## src/rtl/pipe_stage_reg.sv

```systemverilog
// Elastic valid/ready pipeline stage register with flush and stall counter.
// Define PIPE_STAGE_SKID_EN for the two-entry skid version with registered in_ready.
module pipe_stage_reg #(
    parameter int DATA_W      = 128,
    parameter int STALL_CNT_W = 8
) (
    input  logic                   clk,
    input  logic                   reset,
    input  logic                   in_valid,
    output logic                   in_ready,
    input  logic [DATA_W-1:0]      in_data,
    input  logic                   flush,
    output logic                   out_valid,
    input  logic                   out_ready,
    output logic [DATA_W-1:0]      out_data,
    output logic [STALL_CNT_W-1:0] stall_cnt
);

    logic              main_v;
    logic [DATA_W-1:0] main_d;
    logic              xfer_in;
    logic              xfer_out;

    assign out_valid = main_v;
    assign out_data  = main_d;
    assign xfer_out  = main_v && out_ready;

`ifdef PIPE_STAGE_SKID_EN
    logic              skid_v;
    logic [DATA_W-1:0] skid_d;
    logic              main_free;

    assign in_ready  = !skid_v;
    assign xfer_in   = in_valid && in_ready;
    assign main_free = !main_v || xfer_out;

    // in_ready=0 whenever skid_v=1, so skid never refills while draining
    always_ff @(posedge clk) begin
        if (reset || flush) begin
            main_v <= 1'b0;
            main_d <= '0;
            skid_v <= 1'b0;
            skid_d <= '0;
        end else if (main_free) begin
            if (skid_v) begin
                main_v <= 1'b1;
                main_d <= skid_d;
                skid_v <= 1'b0;
            end else if (xfer_in) begin
                main_v <= 1'b1;
                main_d <= in_data;
            end else begin
                main_v <= 1'b0;
            end
        end else if (xfer_in) begin
            skid_v <= 1'b1;
            skid_d <= in_data;
        end
    end
`else
    assign in_ready = !main_v || out_ready;
    assign xfer_in  = in_valid && in_ready;

    always_ff @(posedge clk) begin
        if (reset || flush) begin
            main_v <= 1'b0;
            main_d <= '0;
        end else if (xfer_in) begin
            main_v <= 1'b1;
            main_d <= in_data;
        end else if (xfer_out) begin
            main_v <= 1'b0;
        end
    end
`endif

    logic [STALL_CNT_W-1:0] stall_q;

    // flush deliberately does not touch the counter
    always_ff @(posedge clk) begin
        if (reset) begin
            stall_q <= '0;
        end else if (main_v && !out_ready && !(&stall_q)) begin
            stall_q <= stall_q + 1'b1;
        end
    end

    assign stall_cnt = stall_q;

endmodule
```

## config.mk

```make
export PLATFORM = sky130hd
export DESIGN_NAME = pipe_stage_reg
export DESIGN_NICKNAME = d
export VERILOG_FILES = /design/src/rtl/pipe_stage_reg.sv
export SDC_FILE = /design/constraint.sdc
export NUM_CORES = 1
export LEC_CHECK = 0
export ABC_CLOCK_PERIOD_IN_PS = 1950
export BUFFER_PORTS_ARGS = -buffer_cell sky130_fd_sc_hd__buf_2
export CAP_MARGIN = 20
export CORE_MARGIN = 2
export CORE_UTILIZATION = 46
export CTS_CLUSTER_SIZE = 20
export DETAILED_ROUTE_END_ITERATION = 10
export GPL_ROUTABILITY_DRIVEN = 0
export PLACE_DENSITY_LB_ADDON = 0.25
export SETUP_SLACK_MARGIN = 0.5
export SYNTH_ARGS = -nofsm -noshare
export SYNTH_HDL_FRONTEND = slang
export SYNTH_SLANG_ARGS = --single-unit
```

## constraint.sdc

```tcl
create_clock -name clk -period 1.95 [get_ports clk]
set_clock_uncertainty 0.2 [all_clocks]
set_input_delay 0.39 -clock clk [delete_from_list [all_inputs] [get_ports clk]]
set_output_delay 0.39 -clock clk [all_outputs]
set_load 0.005 [all_outputs]
```

Word level (Yosys, flattened, before mapping)
Index checks and enable logic that the tools add are counted.
Widths: inputs -> output; s select.
{"block": "totals", "register_bits": 137, "input_bits": 133, "elab_cells": 17}
{"block": "op_classes", "n_addsub": 1, "n_mux": 2, "reduce_logical": 11}
{"cell": "$add 8x1->8 const B", "count": 1}
{"cell": "$reduce_and 8->1", "count": 1}
{"cell": "$logic_and 1x1->1", "count": 4}
{"cell": "$logic_not 1->1", "count": 3}
{"cell": "$logic_or 1x1->1", "count": 2}
{"cell": "$mux 1", "count": 2}
{"cell": "$reduce_bool 2->1", "count": 1}

Depth between registers and ports, before layout
{"block": "logic_depth", "depth_word": 4, "ltp_mapped": 6}

Least setup slack after synthesis
OpenSTA, ideal clock, no wires.
{"block": "synth_path", "path_type": "flip-flop to flip-flop", "from": "reg stall_q[0], in the netlist stall_cnt[0]", "to": "reg stall_q[0], in the netlist stall_cnt[0]", "setup_time_ps": 123, "t_arrival_ps": 1279, "path_slack_ps": 347, "stages_incl_launch_ff": 5, "n_path_buf": 0, "path_cell_list": "dfxtp_1 ha_1 and4_1 a21oi_2 mux2_1"}
{"block": "synth_via", "elab_chain_len": 3, "elab_cells_between_ends": 4, "cone_classes": "1 x add/sub; 3 x reduce/logical"}
{"element": "start: declaration", "line": "77", "text": "logic [STALL_CNT_W-1:0] stall_q;"}
{"element": "start signal: assignment", "line": "84", "text": "stall_q <= stall_q + 1'b1;"}
{"element": "parallel branches: the longest is 3 deep, another holds $add 8x1->8"}
Several ways; the timed one is not identified.
A chain may end at the register's enable or synchronous reset.

Worst setup path in the final report
{"block": "layout_path", "from": "reg main_v, in the netlist out_valid", "to": "out in_ready"}
{"block": "layout_via", "elab_chain_len": 2}
{"element": "start: declaration", "line": "19", "text": "logic main_v;"}
{"element": "start signal: assignment", "line": "66", "text": "main_v <= 1'b0;"}
{"element": "start signal: assignment", "line": "69", "text": "main_v <= 1'b1;"}
{"element": "start signal: assignment", "line": "72", "text": "main_v <= 1'b0;"}
{"element": "$logic_not 1->1", "line": "61", "text": "assign in_ready = !main_v || out_ready;"}
{"element": "$logic_or 1x1->1", "line": "61"}
{"element": "end: declaration", "line": "10", "text": "output logic in_ready,"}
Every way passes these cells.

==> metrics.cfg <==
[finish]
final_util_pct = 72.00
finish.net_count = 1018
syn_to_final_growth_pct = 51.89
drive_gt1_share_pct = 53.98
antenna_cells = 0

[min_path]
min_path_type = input pin to register

[floorplan]
start_util_pct = 47.40
die_y_um = 112.9
die-width_um = 112.9
die_area_um2 = 12750
ioPinCount = 271
core_area_um2 = 11520
placementRows = 39

[clock_network]
cts.sinks = 137
cts_buffers = 17
path_clk_slew_ps = 50
ctsLongestPathBuffers = 2
cts_tree = built
ctsRootBufferMaster = clkbuf_16
htree_levels = 4
clk_latency_ps = 410

[synth]
synth-compound-area-share_pct = 25.23
synth.mux.area_fraction_pct = 0.6647
synth-seq-cells = 137
synthesis.nets = 768
yosysSeqAreaShare_pct = 50.24
synth_cell_type_count = 36
synth_top_family_by_area = compound AO/OA/AOI/OAI gates
synth_xor_area_share_pct = 0
ys_warn_count = 0
yosys.area_share.adder_pct = 0.2292
synthesis.area_um2 = 5459
yosys.area_share.simple_pct = 14.69
syn_inst = 634
avgSynthCellArea_um2 = 8.610

[placed_design]
dpl_worst_slack_ps = 268.1
io_buffers = 270
dp_hpwl_mm = 10.84

[status]
violations = design-rule violations
status = finished, violations left

[worst_setup_path]
worstSetupStartpointType = register
worstPathMaxFanout = 2
worst_path_max_delay_cell = dfxtp_2
setup.worst_path.class = register to primary output
path_cells = nor2b_4 -> inv_4 -> buf_6
endpoint_kind = primary output
critPathMaxStageDelay_ps = 330
arrival_ps = 1070
worstPathRequired_ps = 1360
crit_family = flip-flops
worst-path-buf-inv = 2

[routing]
drt_iter0_drc = 647
drc = 19
dr.pass1.iters = 8
totalWireLength_mm = 18.49
vias = 5918
antenna_left = 0
avgRoutedWirePerCell_um = 17.85
vias_per_cell = 5.712

[sta]
fin_ws_ps = 285.6
tightest_slew_ps = 578.4
finalCriticalPeriod_ps = 1664
slew_viol_final = 0
finalSetupViolCount = 0
period_share_pct = 85.35
maxClockFrequency_mhz = 600.8
timing.setup.tns_ps = 0
max_slew_margin_pct = 61.44
hold_viol = 0
rsz0062_at_grt = yes

[grt]
grt_pass1_vias = 5704
grt_max_degree = 129
overflow = 0
grt_pass1_wl_mm = 28.49
grt_usage_pct = 27.97
antenna_found_initial = 0

[power]
powerDensity_nw_per_um2 = 780.2
irDropWorstVdd_mv = 0.5656
leakage_nw = 3.624

[run]
maxCapViolCount = 0

==> power breakdown <==
group | internal (mW) | switching (mW) | leakage [nW]
sequential | 2.89 | 0.0511 | 1.18
combinational | 0.351 | 0.360 | 2.19
clock | 1.72 | 1.09 | 0.257
==> sequential cells by signal (all words and copies together), names as in the netlist <==
register and count:
out_valid 1, out_data 128, stall_cnt 8
==> Yosys cell counts <==
cell      instances  share of area, %
a311oi_1          1              0.16
and4_1            1              0.16
clkbuf_8          1              0.25
buf_8             1              0.27
buf_2            19               1.7
or2_1             1              0.11
nand4_2           1              0.23
nor3_1            3              0.27
nand3_1         130                12
a211oi_2          1              0.23
dfxtp_1         137                50
mux2_1            1              0.21
buf_4             9               1.2
o211a_1           1              0.18
mux2i_1           1              0.18
clkbuf_1         26               1.8
a21oi_2           1              0.16
nor3b_1           1              0.14
a21boi_1          1              0.14
a41oi_1           2              0.32
inv_2             2              0.14
ha_1              1              0.23
nand4_1           1              0.11
o2111a_1          1              0.21
and3_1            1              0.11
mux2_4            1              0.27
buf_6            17               3.5
and4b_1           3              0.55
nand2b_1          2              0.23
nor2b_4           1              0.25
nor2_1            2              0.14
o21ai_0          18               1.7
nor2b_1           2              0.23
o21ai_1         110                10
a21oi_1         132                12
and4bb_1          1              0.23
==> layer usage <==
metal | part of all wire (%) | track usage (%)
met5 | 0 | 0
met4 | 3.0 | 12.20
met3 | 8.7 | 8.623
met2 | 50 | 48.31
met1 | 38 | 32.03
==> cell families after synthesis <==
| group | after synthesis |
|---|---|
| simple gates | 150 |
| fa+ha+maj | 1 |
| compound gates | 268 |
| flops | 137 |
| buf+inv | 75 |
| mux | 3 |
==> worst paths after layout <==
kind	to	slack, ps	cells past startpoint	start
max	in_ready	290	3	out_valid$_SDFFE_PP0P_
min	out_data[91]$_SDFFE_PP0P_	10	3	in_data[91]
max reg2reg	out_data[29]$_SDFFE_PP0P_	320	6	out_valid$_SDFFE_PP0P_
min reg2reg	out_data[80]$_SDFFE_PP0P_	270	2	out_data[80]$_SDFFE_PP0P_
==> layout make-up <==
type	instances	area, um^2
clock buffer	24	491.7
clock inverter	4	20.02
fill	841	3224
inverter	2	11.26
multi-input combinational	422	2290
sequential	137	2934
tap	143	178.9
timing repair buffer	304	2366
==> repair_timing <==
action / CTS / global route
pin swaps: 5 / 8
hold buffers: 1 / 0
setup endpoints to repair: 238 / 273
gates cloned: 6 / 0
resized for setup: 175 / 63
setup buffers: 11 / 5
hold endpoints to repair: 1 / 0
==> tightest hold or removal path, cell delays in order <==
cell     delay [ps]
buf_2           100
nand3_1          50
a21oi_1          50
==> cell usage in the layout, fill, tap and decap left out, drive strengths merged, types with 2 or more instances in the layout <==
master | netlist | layout
nor2 | 2 | 2
clkbuf | 27 | 24
nor2b | 3 | 3
dfxtp | 137 | 137
o21ai | 128 | 128
mux2 | 2 | 2
nand2b | 2 | 2
nand4 | 2 | 2
and4b | 3 | 3
buf | 46 | 300
a41oi | 2 | 2
bufbuf | 0 | 3
a21oi | 133 | 133
nand3 | 130 | 130
clkinv | 0 | 5
nor3 | 3 | 3
==> through the flow <==
step | power (mW) | std cells | area, um^2 | hold WS, ps
after global placement | 3.568 | 985 | 6728 | 258.7
final | 6.469 | 1036 | 8292 | 12.25
after global routing | 6.718 | 1036 | 8292 | 8.977
after CTS | 6.475 | 1031 | 8053 | 0.9078
after detailed placement | 3.590 | 985 | 6728 | 263.5
after floorplan | 3.306 | 634 | 5478 | 270.1
Power figures use the tool's default switching activity.
